<file path="config.mk">
export PLATFORM = sky130hd
export DESIGN_NAME = uart_cmd_parser_flat
export DESIGN_NICKNAME = d
export VERILOG_FILES = /design/src/rtl/uart_cmd_parser_if.sv /design/src/rtl/uart_cmd_parser.sv /design/src/flat_wrapper.sv
export SDC_FILE = /design/constraint.sdc
export NUM_CORES = 1
export LEC_CHECK = 0
export ABC_CLOCK_PERIOD_IN_PS = 2500
export CAP_MARGIN = 30
export CORE_MARGIN = 2
export CORE_UTILIZATION = 45
export CTS_CLUSTER_DIAMETER = 200
export DETAILED_ROUTE_END_ITERATION = 6
export GPL_ROUTABILITY_DRIVEN = 0
export SYNTH_ARGS = -nofsm -noshare
export SYNTH_HDL_FRONTEND = slang
export SYNTH_SLANG_ARGS = --single-unit
</file>
<file path="constraint.sdc">
create_clock -name I_clk -period 2.5 [get_ports I_clk]
set_input_delay 0.625 -clock I_clk [delete_from_list [all_inputs] [get_ports I_clk]]
set_output_delay 0.625 -clock I_clk [all_outputs]
set_load 0.01 [all_outputs]
</file>
<file path="src/rtl/uart_cmd_parser_if.sv">
// Byte-input / register-write bundle between the UART receiver, the command parser and the register file.
interface uart_cmd_parser_if;
  logic       rx_done;
  logic [7:0] rx_data;
  logic       wr_en;
  logic [7:0] wr_addr;
  logic [7:0] wr_data;
  logic       frame_ok;
  logic       frame_err;
  logic       busy;

  modport master (
    input  rx_done, rx_data,
    output wr_en, wr_addr, wr_data, frame_ok, frame_err, busy
  );

  modport slave (
    output rx_done, rx_data,
    input  wr_en, wr_addr, wr_data, frame_ok, frame_err, busy
  );
endinterface

</file>
<file path="src/rtl/uart_cmd_parser.sv">
// Assembles HDR/ADDR/LEN/DATA/CHK frames from UART bytes and replays verified payloads as register writes.
// Writes start the cycle after the CHK byte; bad, oversize or stalled frames are dropped with a frame_err pulse.
module uart_cmd_parser #(
  parameter int         CLK_FREQ      = 50000000,
  parameter int         UART_BPS      = 9600,
  parameter int         TIMEOUT_BYTES = 3,
  parameter logic [7:0] HDR           = 8'hA5,
  parameter int         MAX_LEN       = 8
) (
  input  logic              I_clk,
  input  logic              I_rst_n,
  uart_cmd_parser_if.master bus
);
  localparam int            TMO       = TIMEOUT_BYTES * 10 * (CLK_FREQ / UART_BPS);
  localparam int            CW        = ($clog2(TMO + 1) > 24) ? $clog2(TMO + 1) : 24;
  // Counter reads 0 the cycle after a strobe, so the error lands exactly TMO cycles after it.
  localparam logic [CW-1:0] TMO_LAST  = CW'(TMO - 2);
  localparam int            IW        = (MAX_LEN > 1) ? $clog2(MAX_LEN) : 1;
  localparam logic [7:0]    MAX_LEN_B = 8'(MAX_LEN);

  typedef enum logic [2:0] {
    S_IDLE, S_ADDR, S_LEN, S_DATA, S_CHK, S_WRITE
  } state_t;

  state_t        state;
  logic          rx_done_q;
  logic          byte_stb;
  logic [7:0]    addr;
  logic [7:0]    len;
  logic [7:0]    acc;
  logic [7:0]    idx;
  logic [CW-1:0] tmo_cnt;
  logic [7:0]    pbuf [MAX_LEN];

  assign byte_stb = bus.rx_done & ~rx_done_q;

  always_ff @(posedge I_clk) begin
    if (state == S_DATA && byte_stb)
      pbuf[idx[IW-1:0]] <= bus.rx_data;
  end

  always_ff @(posedge I_clk or negedge I_rst_n) begin
    if (!I_rst_n) begin
      state         <= S_IDLE;
      rx_done_q     <= 1'b0;
      addr          <= '0;
      len           <= '0;
      acc           <= '0;
      idx           <= '0;
      tmo_cnt       <= '0;
      bus.wr_en     <= 1'b0;
      bus.wr_addr   <= '0;
      bus.wr_data   <= '0;
      bus.frame_ok  <= 1'b0;
      bus.frame_err <= 1'b0;
      bus.busy      <= 1'b0;
    end else begin
      rx_done_q     <= bus.rx_done;
      bus.wr_en     <= 1'b0;
      bus.frame_ok  <= 1'b0;
      bus.frame_err <= 1'b0;
      case (state)
        S_IDLE: begin
          tmo_cnt <= '0;
          if (byte_stb && bus.rx_data == HDR) begin
            state    <= S_ADDR;
            bus.busy <= 1'b1;
          end
        end
        S_WRITE: begin
          tmo_cnt <= '0;
          if (idx == len) begin
            state    <= S_IDLE;
            bus.busy <= 1'b0;
          end else begin
            bus.wr_en    <= 1'b1;
            bus.wr_addr  <= addr + idx;
            bus.wr_data  <= pbuf[idx[IW-1:0]];
            bus.frame_ok <= (idx == len - 8'd1);
            idx          <= idx + 8'd1;
          end
        end
        default: begin
          // A strobe in the expiry cycle wins over the timeout.
          if (byte_stb) begin
            tmo_cnt <= '0;
            case (state)
              S_ADDR: begin
                addr  <= bus.rx_data;
                acc   <= bus.rx_data;
                state <= S_LEN;
              end
              S_LEN: begin
                if (bus.rx_data == 8'd0 || bus.rx_data > MAX_LEN_B) begin
                  bus.frame_err <= 1'b1;
                  bus.busy      <= 1'b0;
                  state         <= S_IDLE;
                end else begin
                  len   <= bus.rx_data;
                  acc   <= acc + bus.rx_data;
                  idx   <= '0;
                  state <= S_DATA;
                end
              end
              S_DATA: begin
                acc <= acc + bus.rx_data;
                idx <= idx + 8'd1;
                if (idx == len - 8'd1)
                  state <= S_CHK;
              end
              S_CHK: begin
                if (bus.rx_data == acc) begin
                  bus.wr_en    <= 1'b1;
                  bus.wr_addr  <= addr;
                  bus.wr_data  <= pbuf[0];
                  bus.frame_ok <= (len == 8'd1);
                  idx          <= 8'd1;
                  state        <= S_WRITE;
                end else begin
                  bus.frame_err <= 1'b1;
                  bus.busy      <= 1'b0;
                  state         <= S_IDLE;
                end
              end
              default: ;
            endcase
          end else if (tmo_cnt == TMO_LAST) begin
            tmo_cnt       <= '0;
            bus.frame_err <= 1'b1;
            bus.busy      <= 1'b0;
            state         <= S_IDLE;
          end else begin
            tmo_cnt <= tmo_cnt + 1'b1;
          end
        end
      endcase
    end
  end
endmodule

</file>
<file path="src/flat_wrapper.sv">
// flat-port wrapper written by rule: the top's interface ports become plain ports
module uart_cmd_parser_flat 
#(
  parameter int         CLK_FREQ      = 50000000,
  parameter int         UART_BPS      = 9600,
  parameter int         TIMEOUT_BYTES = 3,
  parameter logic [7:0] HDR           = 8'hA5,
  parameter int         MAX_LEN       = 8
)
  (I_clk, I_rst_n, bus_rx_done, bus_rx_data, bus_wr_en, bus_wr_addr, bus_wr_data, bus_frame_ok, bus_frame_err, bus_busy);
  uart_cmd_parser_if bus_i ();
  input  logic I_clk;
  input  logic I_rst_n;
  input wire logic [$bits(bus_i.rx_done)-1:0] bus_rx_done;
  input wire logic [$bits(bus_i.rx_data)-1:0] bus_rx_data;
  output wire logic [$bits(bus_i.wr_en)-1:0] bus_wr_en;
  output wire logic [$bits(bus_i.wr_addr)-1:0] bus_wr_addr;
  output wire logic [$bits(bus_i.wr_data)-1:0] bus_wr_data;
  output wire logic [$bits(bus_i.frame_ok)-1:0] bus_frame_ok;
  output wire logic [$bits(bus_i.frame_err)-1:0] bus_frame_err;
  output wire logic [$bits(bus_i.busy)-1:0] bus_busy;
  assign bus_i.rx_done = bus_rx_done;
  assign bus_i.rx_data = bus_rx_data;
  assign bus_wr_en = bus_i.wr_en;
  assign bus_wr_addr = bus_i.wr_addr;
  assign bus_wr_data = bus_i.wr_data;
  assign bus_frame_ok = bus_i.frame_ok;
  assign bus_frame_err = bus_i.frame_err;
  assign bus_busy = bus_i.busy;
  uart_cmd_parser #(.CLK_FREQ(CLK_FREQ), .UART_BPS(UART_BPS), .TIMEOUT_BYTES(TIMEOUT_BYTES), .HDR(HDR), .MAX_LEN(MAX_LEN)) u_core (.I_clk(I_clk), .I_rst_n(I_rst_n), .bus(bus_i));
endmodule
</file>
Word-level counts from Yosys, hierarchy flattened
Memory sizes are Yosys's and may differ from the RTL's.
Cells that the tools add are included.
W data, S select, Z words.
{ "totals": {"regBits": 80, "latchBits": 0, "ram_bits": 64, "rom_bits": 0, "output_inout_bits": 20, "mem_count": 1} }
{ "memory_table": {"columns": ["name", "words", "width", "read_ports", "rd_ports_with_merged_regs", "wr", "line", "rtl"], "rows": [
  ["u_core.pbuf", 8, 8, 2, 0, 1, "uart_cmd_parser.sv:33", "logic [7:0] pbuf [MAX_LEN];"]
]} }
{ "classes": {"n_addsub": 5, "mul": 0, "n_div": 0, "order_cmp": 1, "n_eq_ne": 22, "shifts": 0, "mux": 56, "n_bitwise": 5, "reduce_logical": 19} }
{ "ops": {"columns": ["operator", "count"], "rows": [
  ["$mux W8", 13],
  ["$mux W24", 3],
  ["$pmux W8 S2", 3],
  ["$pmux W8 S3", 2],
  ["$add A24 B1 Y24 const B", 1],
  ["$eq A24 B18 Y1 const B", 1],
  ["$eq A8 B8 Y1", 3],
  ["$mux W1", 21],
  ["$ne A5 B5 Y1 const B", 4],
  ["$mux W3", 6],
  ["$add A8 B8 Y8", 2],
  ["$pmux W3 S4", 1],
  ["$reduce_and A6 Y1", 2],
  ["$pmux W1 S2", 5],
  ["$reduce_and A5 Y1", 2],
  ["$add A8 B1 Y8 const B", 1],
  ["$eq A8 B1 Y1 const B", 1],
  ["$eq A8 B8 Y1 const B", 1],
  ["$gt A8 B4 Y1 const B", 1],
  ["$logic_not A8 Y1", 1],
  ["$reduce_and A4 Y1", 2],
  ["$reduce_bool A4 Y1", 2],
  ["$sub A8 B1 Y8 const B", 1],
  ["$ne A7 B7 Y1 const B", 1],
  ["other kinds (18)", 28]
]} }

Longest topological paths before layout
Gate-level depths: netlist of run 1.
{ "depth": {"word_depth": 6, "ltp_mapped": 9, "mapped_depth_nobuf": 9} }

Worst setup path before layout of run 1
Ideal clock, no wire load.
{ "synth_path": {"path_type": "input-to-reg", "startpoint": "input port bus_rx_data[4]", "endpoint": "register u_core.idx[7]", "arrival_ns": 2.689, "path_slack_ns": -0.262, "stages": 7, "path_cell_list": "ha_1 nor4_1 nand4_1 nor4_2 nor3_4 or3_2 a21oi_2"} }
{ "synth_between": {"elab_chain_cells": 4} }
{ "synth_rtl": {"columns": ["item", "line", "rtl"], "rows": [
  ["from (decl)", "flat_wrapper.sv:15", "input wire logic [$bits(bus_i.rx_data)-1:0] bus_rx_data;"],
  ["$gt A8 B4 Y1 or $logic_not A8 Y1 (tied branches)", "uart_cmd_parser.sv:94", "if (bus.rx_data == 8'd0 || bus.rx_data > MAX_LEN_B) begin"],
  ["$logic_or A1 B1 Y1", "uart_cmd_parser.sv:94", null],
  ["$ne A3 B3 Y1 (no source line)", null, null],
  ["$reduce_and A6 Y1 (no source line) *", null, null],
  ["to (signal assigned)", "uart_cmd_parser.sv:80", "idx <= idx + 8'd1;"],
  ["to (signal assigned)", "uart_cmd_parser.sv:107", "idx <= idx + 8'd1;"],
  ["to (decl)", "uart_cmd_parser.sv:31", "logic [7:0] idx;"]
]} }
Every way passes the cells marked *; elsewhere a longest branch is shown, timed or not.
A chain may end at the register's enable or synchronous reset.

Final worst setup path of run 1
{ "layout_path": {"startpoint": "register u_core.idx[3]", "endpoint": "register u_core.idx[0]"} }
{ "layout_between": {"elab_chain_cells": 3} }
{ "layout_rtl": {"columns": ["item", "line", "rtl"], "rows": [
  ["$eq A8 B8 Y1", "uart_cmd_parser.sv:72", "if (idx == len) begin"],
  ["$ne A2 B2 Y1 (no source line)", null, null],
  ["$reduce_and A6 Y1 (no source line)", null, null]
]} }
Every way passes these cells.

==> results of run 1 <==
==> cell type report <==
type                       instances  area (µm²)
timing repair buffer             105         906
inverter                          18        67.6
fill                            1320        6760
clock buffer                      21         450
tap                              216         270
clock inverter                    11         155
sequential                       144        3920
multi-input combinational        456        3300
==> state kept, by name, summed over array words and instances, names as in the netlist <==
signal                cells
u_core.pbuf              64
u_core.tmo_cnt           24
u_core.acc                8
u_core.addr               8
u_core.bus.wr_addr        8
u_core.bus.wr_data        8
u_core.idx                8
u_core.len                8
u_core.state              3
u_core.bus.busy           1
u_core.bus.frame_err      1
u_core.bus.frame_ok       1
u_core.bus.wr_en          1
u_core.rx_done_q          1
==> cells by family (layout without fill, tap and decap cells) <==
group	count (synthesis)	count (layout)	synth area share
AOI/OAI and AO/OA	118	118	0.103
xor gates and xnor gates	41	41	0.0495
and+or+nand+nor	234	234	0.162
DFF	144	144	0.541
buffers and inverters	49	155	0.0278
adders and majority gates	21	21	0.0383
muxes	42	42	0.0783
==> report_power, final <==
group | internal [µW] | switching [µW] | total (µW) | leakage (µW)
clock network | 1600 | 977 | 2580 | 0.000292
logic | 1730 | 1920 | 3650 | 0.00176
registers | 2830 | 298 | 3130 | 0.00161
==> stage by stage <==
step,util,worst slack (ns),setup TNS (ns)
3_3_place_gp,0.525,-0.607,-20.58
6_report,0.573,-0.0209,-0.0209
4_1_cts,0.568,-0.00759,-0.00759
5_1_grt,0.573,-0.0950,-0.264
3_5_place_dp,0.525,-0.661,-22.84
2_1_floorplan,-,0.00933,0
==> repair_timing <==
item | CTS | global route
gates resized for setup | 17 | 18
cloned | 0 | 1
endpoints found under the setup margin | 35 | 28
setup buffers | 2 | 1
pin swaps | 11 | 10
==> per-layer routing <==
layer	GRT usage	vias to the layer above	routed length [µm]
met5	0	-	0
met4	0.0939	0	445
met3	0.0448	38	725
met2	0.357	149	8260
met1	0.279	2624	7670
li1	-	2578	-
==> layout by cell type (no fill, tap or decap), drive strengths merged, types with 6 or more instances in the layout <==
cell	count
buf	76
nor2	51
mux4	10
o21ai	38
nand4	9
edfxtp	64
nor2b	9
clkbuf	21
and3	11
mux2i	14
inv	19
nand2	60
a21oi	34
clkdlybuf4s50	21
nor4	9
ha	19
mux2	18
and2	8
nand3	24
dfrtp	80
clkinv	6
nor3	26
xor2	28
xnor2	13
==> how the worst max path moves through the flow <==
stage	start	endpoint	slack, ns
after floorplan	bus_rx_done	u_core.pbuf[0][0]	0.009
after global placement	bus_rx_data[4]	u_core.idx[7]	-0.61
after detailed placement	bus_rx_data[4]	u_core.idx[7]	-0.66
after CTS	u_core.idx[3]	u_core.idx[0]	-0.008
after global routing	u_core.len[4]	u_core.idx[0]	-0.1
final	u_core.idx[3]	u_core.idx[0]	-0.02
==> flow_metrics.env, run 1 <==
export IMPL_status="complete, but fails checks"
export IMPL_violations="setup timing"
export IMPL_fin_nets=774
export IMPL_clk_path_buf_depth=2
export IMPL_ys_types=65
export IMPL_ys_seq_elements=144
export IMPL_antenna_left=0
export IMPL_yosysSeqAreaShare=0.541
export IMPL_cts_tree="done"
export IMPL_first_pass_iters=5
export IMPL_grt_setup_unrepaired="yes"
export IMPL_critPathKind="reg2reg"
export IMPL_fmax_mhz=397
export IMPL_crit_family="simple AND/OR/NAND/NOR gates"
export IMPL_setup_viol=1
export IMPL_min_path_type="in2async"
export IMPL_fin_crit_sh=1.01
export IMPL_dr_first_iter_drc_count=410
export IMPL_postSynthCellCount=649
export IMPL_layout_min_cycle_time_ns=2.52
export IMPL_worst_r2r_cell_count=6
export IMPL_cts_root_buf="clkbuf_16"
export IMPL_die_y_um=131
export IMPL_vias=5389
export IMPL_clock_sinks=144
export IMPL_dp_hpwl_um=11800
export IMPL_die_area_um2=17200
export IMPL_diodes=0
export IMPL_slowest_delay_ns=0.54
export IMPL_syn2layout_area_growth_pct=25.0
export IMPL_start_util=0.458
export IMPL_crit_slowest_cell="or4_4"
export IMPL_synth_most_common_cell="dfrtp_1"
export IMPL_leakagePower_uw=0.00367
export IMPL_hold_violations=0
export IMPL_yosys_warnings=0
export IMPL_htreeDepth=4
export IMPL_placedCellCount=935
export IMPL_vdd_drop_max_mv=0.569
export IMPL_r2r_end="u_core.idx[0]"
export IMPL_antenna_found_initial=0
export IMPL_worst_ep_arrival_time_ns=2.83
export IMPL_worstPathMaxFanout=7
export IMPL_synth_nets=681
export IMPL_ys_top_cells_by_area="dfrtp_1 28%, edfxtp_1 26%, xor2_1 3.4%"
export IMPL_syn_avg_cell_area_um2=11.2
export IMPL_io_pin_count=31
export IMPL_wire_per_inst_um=17.6
export IMPL_async_reset_ff_frac=0.556
export IMPL_synthTopCellsByCount="80 x dfrtp_1, 64 x edfxtp_1, 60 x nand2_1"
export IMPL_viasPerCell=5.55
export IMPL_synth_top_area_cell="dfrtp_1"
export IMPL_cts_made_buffers=17
export IMPL_grt_pass1_vias=5452
export IMPL_final_max_slew_viol_count=0
export IMPL_post_route_drc_count=0
export IMPL_rows=46
export IMPL_holdWs_ns=0.209
export IMPL_r2r_start="u_core.idx[3]"
export IMPL_ys_flop_type="dfrtp_1"
export IMPL_io_buffers=30
export IMPL_worst_clock_skew_ns=0.0143
export IMPL_crit_chain="xor2_1 > or4_4 > o41a_1 > nor3_4 > buf_6 > mux2_4"
export IMPL_synth_edf_count=64
export IMPL_grt_overflow_total=0
export IMPL_insertion_delay_ns=0.43
export IMPL_cap_violations=0
export IMPL_drive_gt1_frac=0.211
export IMPL_path_buf_inv=1
export IMPL_path_clk_slew_ns=0.06
export IMPL_route_final_wire_length_um=17100
export IMPL_coreArea_um2=15800
export IMPL_end_kind="flop"
export IMPL_worst_pin_slew_ns=0.781
export IMPL_slew_headroom=0.478
export IMPL_finalPower_uw=9360
export IMPL_die_w_um=131
export IMPL_place_area_um2=8320
export IMPL_grt_pass1_wl_um=28000
export IMPL_final_cell_area_um2=9070
export IMPL_grt_total_usage=0.217
export IMPL_crit_required_ns=2.81
export IMPL_pwr_density_cell_nw_per_um2=1030
export IMPL_reg2reg_slack_ns=-0.02
export IMPL_grt_max_degree=47
export IMPL_synthesis_area_um2=7250
export IMPL_fin_ws_ns=-0.0209
export IMPL_hold_buffers=0
export IMPL_worst_path_stages=6
export IMPL_synth_top_cell_area_share=0.276
export IMPL_startpoint_type="flop"
export IMPL_instances_no_fill=971
Note: power is estimated with default switching activity, not from simulation.
==> run 2: changes to the inputs <==
--- a/config.mk
+++ b/config.mk
@@ -10,8 +10,10 @@
 export CORE_MARGIN = 2
 export CORE_UTILIZATION = 45
 export CTS_CLUSTER_DIAMETER = 200
+export CTS_CLUSTER_SIZE = 30
 export DETAILED_ROUTE_END_ITERATION = 6
 export GPL_ROUTABILITY_DRIVEN = 0
+export PLACE_DENSITY_LB_ADDON = 0.3
 export SYNTH_ARGS = -nofsm -noshare
 export SYNTH_HDL_FRONTEND = slang
 export SYNTH_SLANG_ARGS = --single-unit
==> flow_metrics.env, run 2 (synthesized netlist as in run 1, its figures left out) <==
export IMPL_drive_gt1_frac=0.242
export IMPL_route_final_wire_length_um=17800
export IMPL_holdWs_ns=0.159
export IMPL_start_util=0.458
export IMPL_htreeDepth=4
export IMPL_clk_path_buf_depth=2
export IMPL_crit_family="simple AND/OR/NAND/NOR gates"
export IMPL_grt_total_usage=0.217
export IMPL_dp_hpwl_um=11700
export IMPL_worst_r2r_cell_count=6
export IMPL_die_area_um2=17200
export IMPL_place_area_um2=8340
export IMPL_dr_first_iter_drc_count=482
export IMPL_worst_clock_skew_ns=0.00757
export IMPL_grt_pass1_vias=5685
export IMPL_die_w_um=131
export IMPL_largest_reg_flops=64
export IMPL_startpoint_type="flop"
export IMPL_worst_pin_slew_ns=0.740
export IMPL_grt_max_degree=44
export IMPL_min_path_type="in2async"
export IMPL_r2r_end="u_core.idx[0]"
export IMPL_placedCellCount=940
export IMPL_violations="setup timing"
export IMPL_clock_sinks=144
export IMPL_fin_ws_ns=-0.0634
export IMPL_r2r_start="u_core.idx[4]"
export IMPL_reg2reg_slack_ns=-0.06
export IMPL_grt_setup_unrepaired="yes"
export IMPL_fmax_mhz=390
export IMPL_crit_slowest_cell="or4_4"
export IMPL_rows=46
export IMPL_vias=5681
export IMPL_mostFrequentLayoutCells="83 x buf_4, 80 x dfrtp_1, 64 x edfxtp_1"
export IMPL_hold_buffers=0
export IMPL_cts_made_buffers=17
export IMPL_status="complete, but fails checks"
export IMPL_first_pass_iters=5
export IMPL_fin_nets=788
export IMPL_crit_chain="xor2_2 > or4_4 > o41a_1 > nor3_4 > buf_6 > mux2_4"
export IMPL_worst_ep_arrival_time_ns=2.88
export IMPL_end_kind="flop"
export IMPL_final_cell_area_um2=9250
export IMPL_grt_overflow_total=0
export IMPL_slew_headroom=0.505
export IMPL_path_clk_slew_ns=0.06
export IMPL_hold_violations=0
export IMPL_wire_per_inst_um=18.0
export IMPL_critPathKind="reg2reg"
export IMPL_syn2layout_area_growth_pct=27.5
export IMPL_slowest_delay_ns=0.58
export IMPL_io_buffers=30
export IMPL_fin_crit_sh=1.03
export IMPL_insertion_delay_ns=0.43
export IMPL_place_ws_ns=-0.627
export IMPL_viasPerCell=5.76
export IMPL_cts_root_buf="clkbuf_16"
export IMPL_io_pin_count=31
export IMPL_coreArea_um2=15800
export IMPL_post_route_drc_count=0
export IMPL_antenna_found_initial=2
export IMPL_leakagePower_uw=0.00376
export IMPL_crit_required_ns=2.81
export IMPL_grt_pass1_wl_um=28300
export IMPL_final_max_slew_viol_count=0
export IMPL_multiInputGateArea_um2=3410
export IMPL_worstPathMaxFanout=6
export IMPL_die_y_um=131
export IMPL_instances_no_fill=987
export IMPL_finalPower_uw=9440
export IMPL_cts_tree="done"
export IMPL_fillers=1224
export IMPL_cap_violations=0
export IMPL_layout_min_cycle_time_ns=2.56
export IMPL_path_buf_inv=1
export IMPL_seqCellArea_um2=3920
export IMPL_antenna_left=0
export IMPL_vdd_drop_max_mv=0.516
export IMPL_pwr_density_cell_nw_per_um2=1020
export IMPL_setup_viol=3
export IMPL_final_common_cell="buf_4"
[run 2: worst reg2reg max path, cell delays in order (launching register included)]
cell	delay, ns
dfrtp_1	0.41
xor2_2	0.20
or4_4	0.58
o41a_1	0.56
nor3_4	0.26
buf_6	0.17
mux2_4	0.29
[run 2: final cells by class]
type | count | area share
clock buffers | 18 | 0.0464
inverters | 18 | 0.00730
diodes | 2 | 0.000541
flip-flops and latches | 144 | 0.424
multi-input cells | 457 | 0.369
repair buffers | 118 | 0.108
well taps | 216 | 0.0292
clock inverters | 14 | 0.0157
[run 2: repair_timing]
item	in CTS	in global routing
gates resized for setup	19	39
setup endpoints to repair	37	36
pin swaps	9	9
gates cloned	1	0
buffers inserted	8	4
[run 2: worst max-delay path by stage]
| stage | end | depth (start not counted) | from |
|---|---|---|---|
| final | u_core.idx[0] | 6 | u_core.idx[4] |
| after global routing | u_core.idx[0] | 6 | u_core.len[4] |
| after CTS | u_core.idx[6] | 10 | bus_rx_data[5] |
| after detailed placement | u_core.idx[7] | 9 | bus_rx_data[3] |
| after global placement | u_core.idx[7] | 9 | bus_rx_data[1] |
| after floorplan | u_core.pbuf[0][0] | 5 | bus_rx_done |
[run 2: routing by layer]
metal,track usage,wire length (µm),up-vias
met1,0.268,7340,2815
met3,0.0505,1090,39
met4,0.0876,375,0
met5,0,0,-
li1,-,-,2601
met2,0.369,8960,226
[run 2: where the power goes]
part	internal, µW	total (µW)	switching (µW)
Clock	1410	2480	1080
Sequential	2830	3130	303
Combinational	1800	3820	2020
Total	6040	9440	3400
[run 2: per-stage QoR]
| step | util | TNS, ns |
|---|---|---|
| finish | 0.585 | -0.0805 |
| global route | 0.584 | -0.774 |
| CTS | 0.572 | -0.0704 |
| detailed placement | 0.527 | -22.69 |
| global placement | 0.527 | -20.54 |
| floorplan | - | 0 |
==> run 3: changes to the inputs <==
--- a/config.mk
+++ b/config.mk
@@ -7,7 +7,6 @@
 export LEC_CHECK = 0
 export ABC_CLOCK_PERIOD_IN_PS = 2500
 export CAP_MARGIN = 30
-export CORE_MARGIN = 2
 export CORE_UTILIZATION = 45
 export CTS_CLUSTER_DIAMETER = 200
 export CTS_CLUSTER_SIZE = 30
==> flow_metrics.env, run 3 (synthesized netlist as in run 1, its figures left out) <==
export IMPL_start_util=0.458
export IMPL_grt_pass1_wl_um=28200
export IMPL_grt_total_usage=0.227
export IMPL_io_pin_count=31
export IMPL_critPathKind="reg2reg"
export IMPL_final_max_slew_viol_count=0
export IMPL_post_route_drc_count=0
export IMPL_fin_nets=786
export IMPL_hold_violations=0
export IMPL_crit_required_ns=2.82
export IMPL_min_path_type="in2async"
export IMPL_path_clk_slew_ns=0.06
export IMPL_pwr_density_cell_nw_per_um2=1020
export IMPL_r2r_end="u_core.idx[0]"
export IMPL_syn2layout_area_growth_pct=26.2
export IMPL_place_ws_ns=-0.630
export IMPL_route_final_wire_length_um=17400
export IMPL_final_util=0.578
export IMPL_leakagePower_uw=0.00374
export IMPL_cts_tree="done"
export IMPL_rows=46
export IMPL_coreArea_um2=15800
export IMPL_fin_crit_sh=1.00
export IMPL_dp_hpwl_um=12100
export IMPL_viasPerCell=5.61
export IMPL_setup_viol=1
export IMPL_diodes=0
export IMPL_final_cell_area_um2=9150
export IMPL_instances_no_fill=983
export IMPL_grt_overflow_total=0
export IMPL_drive_gt1_frac=0.231
export IMPL_slew_headroom=0.508
export IMPL_worst_r2r_cell_count=6
export IMPL_critPathLaunch="u_core.len[3]"
export IMPL_layout_min_cycle_time_ns=2.51
export IMPL_violations="setup timing"
export IMPL_cap_violations=0
export IMPL_antenna_left=0
export IMPL_wire_per_inst_um=17.7
export IMPL_first_pass_iters=5
export IMPL_die_y_um=129
export IMPL_die_area_um2=16600
export IMPL_largest_reg_flops=64
export IMPL_worstPathMaxFanout=6
export IMPL_cts_made_buffers=17
export IMPL_grt_max_degree=81
export IMPL_die_w_um=129
export IMPL_status="complete, but fails checks"
export IMPL_worst_ep_arrival_time_ns=2.83
export IMPL_hold_buffers=0
export IMPL_io_buffers=30
export IMPL_final_common_cell="buf_4"
export IMPL_worst_pin_slew_ns=0.737
export IMPL_end_kind="flop"
export IMPL_reg2reg_slack_ns=-0.01
export IMPL_clk_path_buf_depth=2
export IMPL_antenna_found_initial=0
export IMPL_worst_clock_skew_ns=0.00849
export IMPL_cts_root_buf="clkbuf_16"
export IMPL_htreeDepth=4
export IMPL_r2r_start="u_core.len[3]"
export IMPL_vias=5512
export IMPL_grt_pass1_vias=5646
export IMPL_grt_setup_unrepaired="yes"
export IMPL_mostFrequentLayoutCells="81 x buf_4, 80 x dfrtp_1, 64 x edfxtp_1"
export IMPL_vdd_drop_max_mv=0.572
export IMPL_dr_first_iter_drc_count=360
export IMPL_insertion_delay_ns=0.43
export IMPL_place_area_um2=8350
export IMPL_placedCellCount=939
export IMPL_clock_sinks=144
export IMPL_fmax_mhz=398
export IMPL_startpoint_type="flop"
export IMPL_fin_ws_ns=-0.0119
[run 3: critical path, stage by stage (launching register included)]
cell     delay, ns
dfrtp_1       0.40
xor2_2        0.19
or4_4         0.54
o41a_1        0.51
nor3_4        0.29
buf_6         0.18
mux2_4        0.29
[run 3: metal layers]
layer | share of wire | up-vias | GRT usage
li1 | - | 2598 | -
met1 | 0.43 | 2756 | 0.271
met2 | 0.51 | 123 | 0.390
met3 | 0.040 | 35 | 0.0457
met4 | 0.025 | 0 | 0.116
met5 | 0 | - | 0
[run 3: final cells by class]
cell class                      count  area [µm²]
Inverter                           18        67.6
Tap cell                          216         270
Timing Repair Buffer              117        1000
Clock inverter                     13         113
Clock buffer                       19         453
Fill cell                        1256        6680
Multi-Input combinational cell    456        3320
Sequential cell                   144        3920
[run 3: where the power goes]
part	internal, µW	leakage, µW	switching, µW	total (µW)
clock network	1360	0.000280	1080	2430
registers	2830	0.00161	319	3150
logic	1770	0.00185	1950	3720
total	5960	0.00374	3340	9300
[run 3: timing repair]
action / 4_1_cts / 5_1_grt
gates resized for setup: 13 / 21
buffers inserted: 8 / 4
endpoints found under the setup margin: 27 / 28
pin swaps: 8 / 5
[run 3: through the flow]
stage	total power [µW]	TNS, ns	hold slack, ns
6_report	9300	-0.0119	0.216
5_1_grt	9870	-0.558	0.246
4_1_cts	9220	0	0.225
3_5_place_dp	6690	-20.26	0.473
3_3_place_gp	6540	-18.05	0.464
2_1_floorplan	5470	0	0.329
[run 3: worst max path at each step]
stage / slack (ns) / cells after the start / endpoint
6_report: -0.01 / 6 / u_core.idx[0]
4_1_cts: 0.001 / 9 / u_core.idx[7]
3_5_place_dp: -0.63 / 9 / u_core.idx[7]
5_1_grt: -0.11 / 6 / u_core.idx[0]
2_1_floorplan: 0.009 / 5 / u_core.pbuf[0][0]
3_3_place_gp: -0.59 / 9 / u_core.idx[0]
